### config.mk
export PLATFORM = sky130hd
export DESIGN_NAME = game_score_display
export DESIGN_NICKNAME = d
export VERILOG_FILES = /design/src/rtl/game_score_pkg.sv /design/src/rtl/game_bin_to_bcd.sv /design/src/rtl/game_score_display.sv
export SDC_FILE = /design/constraint.sdc
export NUM_CORES = 1
export LEC_CHECK = 0
export ABC_AREA = 1
export BUFFER_PORTS_ARGS = -buffer_cell sky130_fd_sc_hd__buf_2
export CAP_MARGIN = 25
export CORE_UTILIZATION = 55
export DETAILED_ROUTE_END_ITERATION = 10
export GPL_TIMING_DRIVEN = 0
export PLACE_DENSITY_LB_ADDON = 0.1
export RECOVER_POWER = 100
export SLEW_MARGIN = 20
export SYNTH_ARGS = -nofsm -noshare
export SYNTH_HDL_FRONTEND = slang
export SYNTH_SLANG_ARGS = --single-unit
export TNS_END_PERCENT = 5
### constraint.sdc
create_clock -name clk -period 2 [get_ports clk]
set_clock_uncertainty 0.05 [all_clocks]
set_input_delay 0.1 -clock clk [delete_from_list [all_inputs] [get_ports clk]]
set_output_delay 0.1 -clock clk [all_outputs]
set_load 0.005 [all_outputs]
### src/rtl/game_score_pkg.sv
// Shared types and constants for the score display path:
// BCD digit type, converter states, segment glyphs.
package game_score_pkg;

   localparam int MAX_BIN_BITS = 16;
   localparam int BCD_DIGITS = 5;
   localparam int SR_W = 4 * BCD_DIGITS + MAX_BIN_BITS;

   typedef logic [3:0] bcd_digit_t;

   typedef enum logic [1:0] {
      IDLE,
      SHIFT,
      DONE
   } conv_state_t;

   // Segment order a..g then dp, a in the MSB.
   localparam logic [0:9][7:0] GLYPH = {
      8'hFC, 8'h60, 8'hDA, 8'hF2, 8'h66,
      8'hB6, 8'hBE, 8'hE0, 8'hFE, 8'hF6
   };

   function automatic logic [7:0] seg_of(input bcd_digit_t d);
      return (d <= 4'd9) ? GLYPH[d] : 8'h00;
   endfunction

   function automatic logic [SR_W-1:0] dd_step(
      input logic [SR_W-1:0] sr
   );
      logic [SR_W-1:0] t;
      t = sr;
      for (int k = 0; k < BCD_DIGITS; k++) begin
         if (t[MAX_BIN_BITS + 4*k +: 4] >= 4'd5)
            t[MAX_BIN_BITS + 4*k +: 4] =
               t[MAX_BIN_BITS + 4*k +: 4] + 4'd3;
      end
      return {t[SR_W-2:0], 1'b0};
   endfunction

endpackage

### src/rtl/game_bin_to_bcd.sv
// Iterative double-dabble: one add-3/shift step per cycle,
// 16 steps, then a single DONE cycle exposing the result.
module game_bin_to_bcd
   import game_score_pkg::*;
(
   input  logic                      clk,
   input  logic                      rst,
   input  logic                      start,
   input  logic [MAX_BIN_BITS-1:0]   bin,
   output logic                      busy,
   output logic                      done,
   output logic [4*BCD_DIGITS-1:0]   bcd
);

   localparam int CW = $clog2(MAX_BIN_BITS);

   conv_state_t     state;
   logic [SR_W-1:0] sr;
   logic [CW-1:0]   cnt;

   always_ff @(posedge clk) begin
      if (rst) begin
         state <= IDLE;
         sr    <= '0;
         cnt   <= '0;
      end else begin
         unique case (state)
            IDLE: begin
               if (start) begin
                  sr    <= {{(4*BCD_DIGITS){1'b0}}, bin};
                  cnt   <= '0;
                  state <= SHIFT;
               end
            end
            SHIFT: begin
               sr  <= dd_step(sr);
               cnt <= cnt + 1'b1;
               if (cnt == CW'(MAX_BIN_BITS - 1))
                  state <= DONE;
            end
            DONE:    state <= IDLE;
            default: state <= IDLE;
         endcase
      end
   end

   // A pending request in IDLE already counts as busy.
   assign busy = (state != IDLE) | (start & ~rst);
   assign done = (state == DONE);
   assign bcd  = sr[SR_W-1 -: 4*BCD_DIGITS];

endmodule

### src/rtl/game_score_display.sv
// Score display: session high score, BCD conversion of the
// selected value, blanked and multiplexed seven-seg scan.
module game_score_display
   import game_score_pkg::*;
#(
   parameter int w_digit               = 4,
   parameter int refresh_counter_width = 16
) (
   input  logic               clk,
   input  logic               rst,
   input  logic [15:0]        target_count,
   input  logic               show_high,
   input  logic               clear_high,
   output logic [15:0]        high_score,
   output logic               busy,
   output logic               overflow,
   output logic [7:0]         abcdefgh,
   output logic [w_digit-1:0] digit
);

   localparam int IW = (w_digit > 1) ? $clog2(w_digit) : 1;

   logic [15:0]                      src;
   logic [15:0]                      last_converted;
   logic [15:0]                      snap;
   logic                             conv_run;
   logic                             start;
   logic                             conv_done;
   logic [4*BCD_DIGITS-1:0]          bcd;
   logic                             ovf_next;
   bcd_digit_t                       disp [w_digit];
   logic [w_digit-1:0]               blank;
   logic                             zero_run;
   logic [refresh_counter_width-1:0] refresh;
   logic [IW-1:0]                    idx;

   always_ff @(posedge clk) begin
      if (rst || clear_high)
         high_score <= '0;
      else if (target_count > high_score)
         high_score <= target_count;
   end

   assign src   = show_high ? high_score : target_count;
   assign start = ~rst & (src != last_converted);

   game_bin_to_bcd u_conv (
      .clk   (clk),
      .rst   (rst),
      .start (start),
      .bin   (src),
      .busy  (busy),
      .done  (conv_done),
      .bcd   (bcd)
   );

   always_comb begin
      ovf_next = 1'b0;
      for (int k = w_digit; k < BCD_DIGITS; k++)
         if (bcd[4*k +: 4] != 4'd0)
            ovf_next = 1'b1;
   end

   // conv_run mirrors the converter leaving IDLE, so the
   // snapshot is taken exactly when the request is accepted.
   always_ff @(posedge clk) begin
      if (rst) begin
         conv_run       <= 1'b0;
         snap           <= '0;
         last_converted <= '0;
         overflow       <= 1'b0;
         for (int i = 0; i < w_digit; i++)
            disp[i] <= '0;
      end else if (conv_done) begin
         conv_run       <= 1'b0;
         last_converted <= snap;
         overflow       <= ovf_next;
         for (int i = 0; i < w_digit; i++)
            disp[i] <= ovf_next ? 4'd9 : bcd[4*i +: 4];
      end else if (start && !conv_run) begin
         conv_run <= 1'b1;
         snap     <= src;
      end
   end

   always_comb begin
      blank    = '0;
      zero_run = 1'b1;
      for (int i = w_digit - 1; i >= 0; i--) begin
         zero_run = zero_run & (disp[i] == 4'd0);
         blank[i] = (i != 0) && zero_run && !overflow;
      end
   end

   always_ff @(posedge clk) begin
      if (rst) begin
         refresh  <= '0;
         idx      <= '0;
         digit    <= w_digit'(1);
         abcdefgh <= 8'hFC;
      end else begin
         refresh <= refresh + 1'b1;
         if (&refresh)
            idx <= (idx == IW'(w_digit - 1)) ? '0 : idx + 1'b1;
         digit    <= w_digit'(1) << idx;
         abcdefgh <= blank[idx] ? 8'h00 : seg_of(disp[idx]);
      end
   end

endmodule

# Word-level counts from Yosys, hierarchy flattened
# Memories as Yosys holds them, arrays and structs flattened. A register that Yosys moved wholly into a read port is not among the register bits.
# Cells that the tools add are included.
dict set report op_classes {
  add_sub_neg 8
  mux 36
  bitwise 13
  order_cmp 9
  shift 1
  n_reduce_logical 20
  eq_ne 7
}
# cell n
set op_table {}
lappend op_table {{one-hot mux 36 bit (2 select lines)} 1}
lappend op_table {{two-way mux 4 bit} 13}
lappend op_table {{two-way mux 36 bit} 1}
lappend op_table {{two-way mux 8 bit} 4}
lappend op_table {{>= comparator 4 x 3 -> 1 bit (second input constant)} 5}
lappend op_table {{adder 16 x 1 -> 16 bit (second input constant)} 1}
lappend op_table {{adder 4 x 2 -> 4 bit (second input constant)} 4}
lappend op_table {{> comparator 16 bit} 1}
lappend op_table {{two-way mux 16 bit} 1}
lappend op_table {{inequality test 16 bit} 1}
lappend op_table {{AND reduction 16 bit} 1}
lappend op_table {{logical NOT 4 bit} 3}
lappend op_table {{two-way mux 2 bit} 5}
lappend op_table {{one-hot mux 4 bit (2 select lines)} 1}
lappend op_table {{two-way mux 1 bit} 7}
lappend op_table {{AND reduction 2 bit} 3}
lappend op_table {{>= comparator 5 bit (second input constant)} 1}
lappend op_table {{inverter 4 -> 5 bit} 1}
lappend op_table {{OR 1 bit} 5}
lappend op_table {{adder 4 x 1 -> 4 bit (second input constant)} 1}
lappend op_table {{bitwise AND 1 bit} 4}
lappend op_table {{equality test 2 bit (second input constant)} 2}
lappend op_table {{equality test 4 bit (second input constant)} 1}
lappend op_table {{<= comparator 4 bit (second input constant)} 1}
lappend op_table {{19 further kinds} 26}
dict set report totals {
  register_bits 122
  ramBits 16
  out_inout_bits 30
  mem_bits_ro 128
  n_memories 2
  in_bits 20
  word_cells 109
}
# name words word_bits read_ports rd_ports_with_merged_regs write_ports line
set memory_table {}
lappend memory_table {{(name not given)} 16 8 1 0 0 game_score_pkg.sv:24} ;# return (d <= 4'd9) ? GLYPH[d] : 8'h00;
lappend memory_table {disp 4 4 4 1 4 game_score_display.sv:31} ;# bcd_digit_t disp [w_digit];

# Longest topological paths before layout
# An unclocked memory read counts as a cell.
dict set report depth {
  word_depth 8
  depth_mapped 15
  depth_no_buf 13
}

# Cells and area by module
# A second synthesis with hierarchy kept.
dict set report unflattened {
  cells_unflattened 1054
  area_unflattened_um2 7307.0
}
# module seq_area_each_um2 instances area_per_inst_um2 cells_per_inst
set by_module_without_submodules {}
lappend by_module_without_submodules {game_score_display 2102.0 1 4974.8 728}
lappend by_module_without_submodules {game_bin_to_bcd 840.8 1 2332.2 326}

# Least setup slack after synthesis
# No wires, ideal clock.
dict set report synth_timing {
  path_kind {register -> register}
  start {register high_score[3]}
  end {register high_score[10]}
  stages_incl_launch_ff 14
  arrival_time_ns 1.801
  path_buffers 1
  slack_ns 0.036
  setup_time_ns 0.113
  t_required_ns 1.837
  synth_period_minus_slack_ns 1.964
  path_cell_list {dfxtp_1 > inv_1 > ha_1 > a21oi_1 > o21ai_0 > nand2_1 > o211ai_1 > nand2_1 > nand2_1 > nand2_1 > clkbuf_1 > nand2_1 > nand2_1 > nor2_1}
}
dict set report synth_between {
  elab_chain_len 1
}
# element line
set synth_lines {}
lappend synth_lines {{from (decl)} game_score_display.sv:14} ;# output logic [15:0] high_score,
lappend synth_lines {{from (signal assigned)} game_score_display.sv:41} ;# high_score <= target_count;
lappend synth_lines {{> comparator 16 bit} game_score_display.sv:40} ;# else if (target_count > high_score)
# Every way passes these cells.
# A chain may end at the register's enable or synchronous reset.

# Worst setup path in the final report
dict set report layout_timing {
  start {register high_score[9]}
  end {output busy}
}
dict set report layout_between {
  elab_chain_len 5
}
# element line
set layout_lines {}
lappend layout_lines {{two-way mux 16 bit} game_score_display.sv:44} ;# assign src = show_high ? high_score : target_count;
lappend layout_lines {{inequality test 16 bit} game_score_display.sv:45} ;# assign start = ~rst & (src != last_converted);
lappend layout_lines {{bitwise AND 1 bit} game_score_display.sv:45}
lappend layout_lines {{bitwise AND 1 bit} game_bin_to_bcd.sv:48} ;# assign busy = (state != IDLE) | (start & ~rst);
lappend layout_lines {{OR 1 bit} game_bin_to_bcd.sv:48}
lappend layout_lines {{to (decl)} game_score_display.sv:15} ;# output logic busy,
# Every way passes these cells.

==> impl_metrics.ini <==
[clock_tree]
cts_tree = built
cts.clk_slew.worst_paths_ns = 0.06
clkSinkCount = 139
cts_buffers = 17
worstSkewPairLatency_ns = 0.42
cts_buffer_depth = 2
cts_root_buffer = clkbuf_16
htree_levels = 4

[sta]
period_share = 0.988
hold_viol_final = 0
relSlewSlack = 0.539
slew_violations = 0
fin_ws_ns = 0.0234
maxClockFrequency_mhz = 506
finalCriticalPeriod_ns = 1.98
worst_pin_slew_ns = 0.692
rsz0062_at_grt = true
setup_viol = 0

[logic_synthesis]
synth.area.top_cells = dfxtp_1 (35%), nand2_1 (12%), inv_1 (7.5%)
yosys_warnings = 0
synth_edf_count = 16
syn_nets = 1053
synth_top_family_by_area = simple AND/OR/NAND/NOR gates
synth_fa_ha_area_frac = 0.0659
synth_cell_types = 37
async_reset_ff_frac = 0
yosys.area_share.simple = 0.258
synth_mux_area_frac = 0
ys_seq_elements = 139
synth_top_area_frac = 0.350
synth_compound_area_frac = 0.146
ys_seq_area_frac = 0.419
synth_area_mm2 = 0.00703
synthFlopType = dfxtp_1
syn_avg_cell_area_um2 = 7.05
yosysTopAreaCell = dfxtp_1
synth-xor-area-share = 0.00748
synth_cells = 996

[placed_design]
hpwl_um = 11700
port_buffers = 47
gp_congestion = 0.838
post-place-cells = 1211
pre_cts_ws_ns = -0.442

[drt]
firstDrtPassIters = 5
via_per_inst = 5.22
ant_nets = 0
post_drt_wl_per_cell_um = 13.4
drc_errors = 0
wl_um = 17000
drt-initial-drc-count = 614
vias = 6618

[cells_and_area]
finalNonFillerCells = 1267
antenna_cells = 0
areaGrowthSynthToFinish_pct = 20.7
fillers = 1081
nets = 1143
drive_gt1_frac = 0.156

[floorplanning]
core-area_mm2 = 0.0122
fp.dieArea_mm2 = 0.0132
ioPinCount = 50
initial_core_util = 0.575
num_rows = 40
die_w_um = 115
die_h_um = 115

[power]
leakagePower_uw = 0.00362
power.density_mw_per_mm2 = 812
ir_drop_mv = 0.530

[hold_path]
hp-class = input port to register
hold_depth = 5

[global_routing]
grt_pass1_wl_um = 27500
grt_use_total = 0.266
grt_antenna_before_repair = 0
gr-total-overflow = 0
grt_max_degree = 26
grt_pass1_vias = 5809

[setup_path]
worstPathRequired_ns = 1.85
cp_max_fo = 3
startpoint_type = register
endpoint_kind = output port
cp.arrival_ns = 1.83
worst-setup-path-type = register to output port
reg2regPathDepth = 12

[status]
outcome = completed

[run]
cap_violations = 0
critical path, stage by stage (launching register included):
cell and delay [ns]:
dfxtp_2 0.33, inv_2 0.05, nand2_2 0.08, nand2_2 0.06, nand2_1 0.06, nand2_1 0.06
nor2_1 0.12, nand2_1 0.07, nor2_1 0.13, nand2_2 0.10, buf_6 0.13, nand2_2 0.05
nand2_2 0.05, buf_6 0.12
per-layer routing:
layer  GRT usage  part of all wire
met1       0.382              0.50
met2       0.403              0.44
met3      0.0480             0.041
met4      0.0857             0.013
met5           0                 0
power breakdown:
group	internal, uW	switching (uW)
Sequential	2950	65.8
Combinational	378	648
Clock	1670	1170
Total	5000	1880
cells by family after synthesis:
logic type,Yosys count
compound gates,193
xor+xnor,6
other cells,1
buf+inv,183
fa+ha+maj,37
flops,139
simple gates,437
placed cells by master (no fill, tap or decap), types with 24 or more instances in the layout:
cell / n
a21oi_1: 89
buf_2: 40
clkbuf_1: 29
dfxtp_1: 112
ha_1: 37
inv_1: 128
nand2_1: 194
nand2_2: 24
nand3_1: 88
nor2_1: 93
o21ai_0: 65
state kept, by name, summed over array words and instances (netlist names), named ones only:
| name | flops |
|---|---|
| abcdefgh | 7 |
| conv_run | 1 |
| digit | 4 |
| disp | 16 |
| high_score | 16 |
| idx | 2 |
| last_converted | 16 |
| overflow | 1 |
| refresh | 16 |
| snap | 16 |
| u_conv.cnt | 4 |
| u_conv.sr | 36 |
| u_conv.state | 2 |
synth_stat cells, types with 7 or more instances:
cell and n:
edfxtp_1 16, nor3_1 9, nor2_1 101, nand3_1 90
dfxtp_1 123, buf_2 7, clkbuf_1 23, a21oi_1 92
o21ai_0 69, inv_1 140, o22ai_1 18, ha_1 37
nand2_1 222
final timing paths:
path	start	endpoint	slack, ns
setup / recovery	high_score[9]	busy	0.02
hold / removal	target_count[6]	snap[6]	0.14
setup reg to reg	high_score[3]	high_score[15]	0.05
hold reg to reg	refresh[0]	refresh[0]	0.39
stage by stage:
step	utilization	hold WS, ns	total power, uW	area, um2	setup TNS [ns]
finish	0.694	0.144	6890	8480	0
global route	0.694	0.160	7220	8480	-1.00
CTS	0.676	0.147	6830	8260	-0.0567
detailed placement	0.612	0.303	3970	7470	-10.07
global placement	0.612	0.299	3960	7470	-20.60
floorplan	-	0.185	3700	7030	0
cell type report:
class                           count  area [um2]  share of cell area
Timing Repair Buffer               71         464              0.0547
Multi-Input combinational cell    674        3540               0.418
Clock buffer                       25         485              0.0572
Clock inverter                      7        45.0             0.00531
Buffer                             40         229              0.0270
Inverter                          143         544              0.0642
Sequential cell                   139        2960               0.349
Tap cell                          168         210              0.0248
what timing repair did:
action                     CTS  global route
hold buffers                17             0
buffers inserted             1             9
pin swaps                    3            25
gates resized for setup     30            77
setup endpoints to repair   40            77
hold endpoints to repair    16             0
Note: power is estimated with default switching activity, not from simulation.
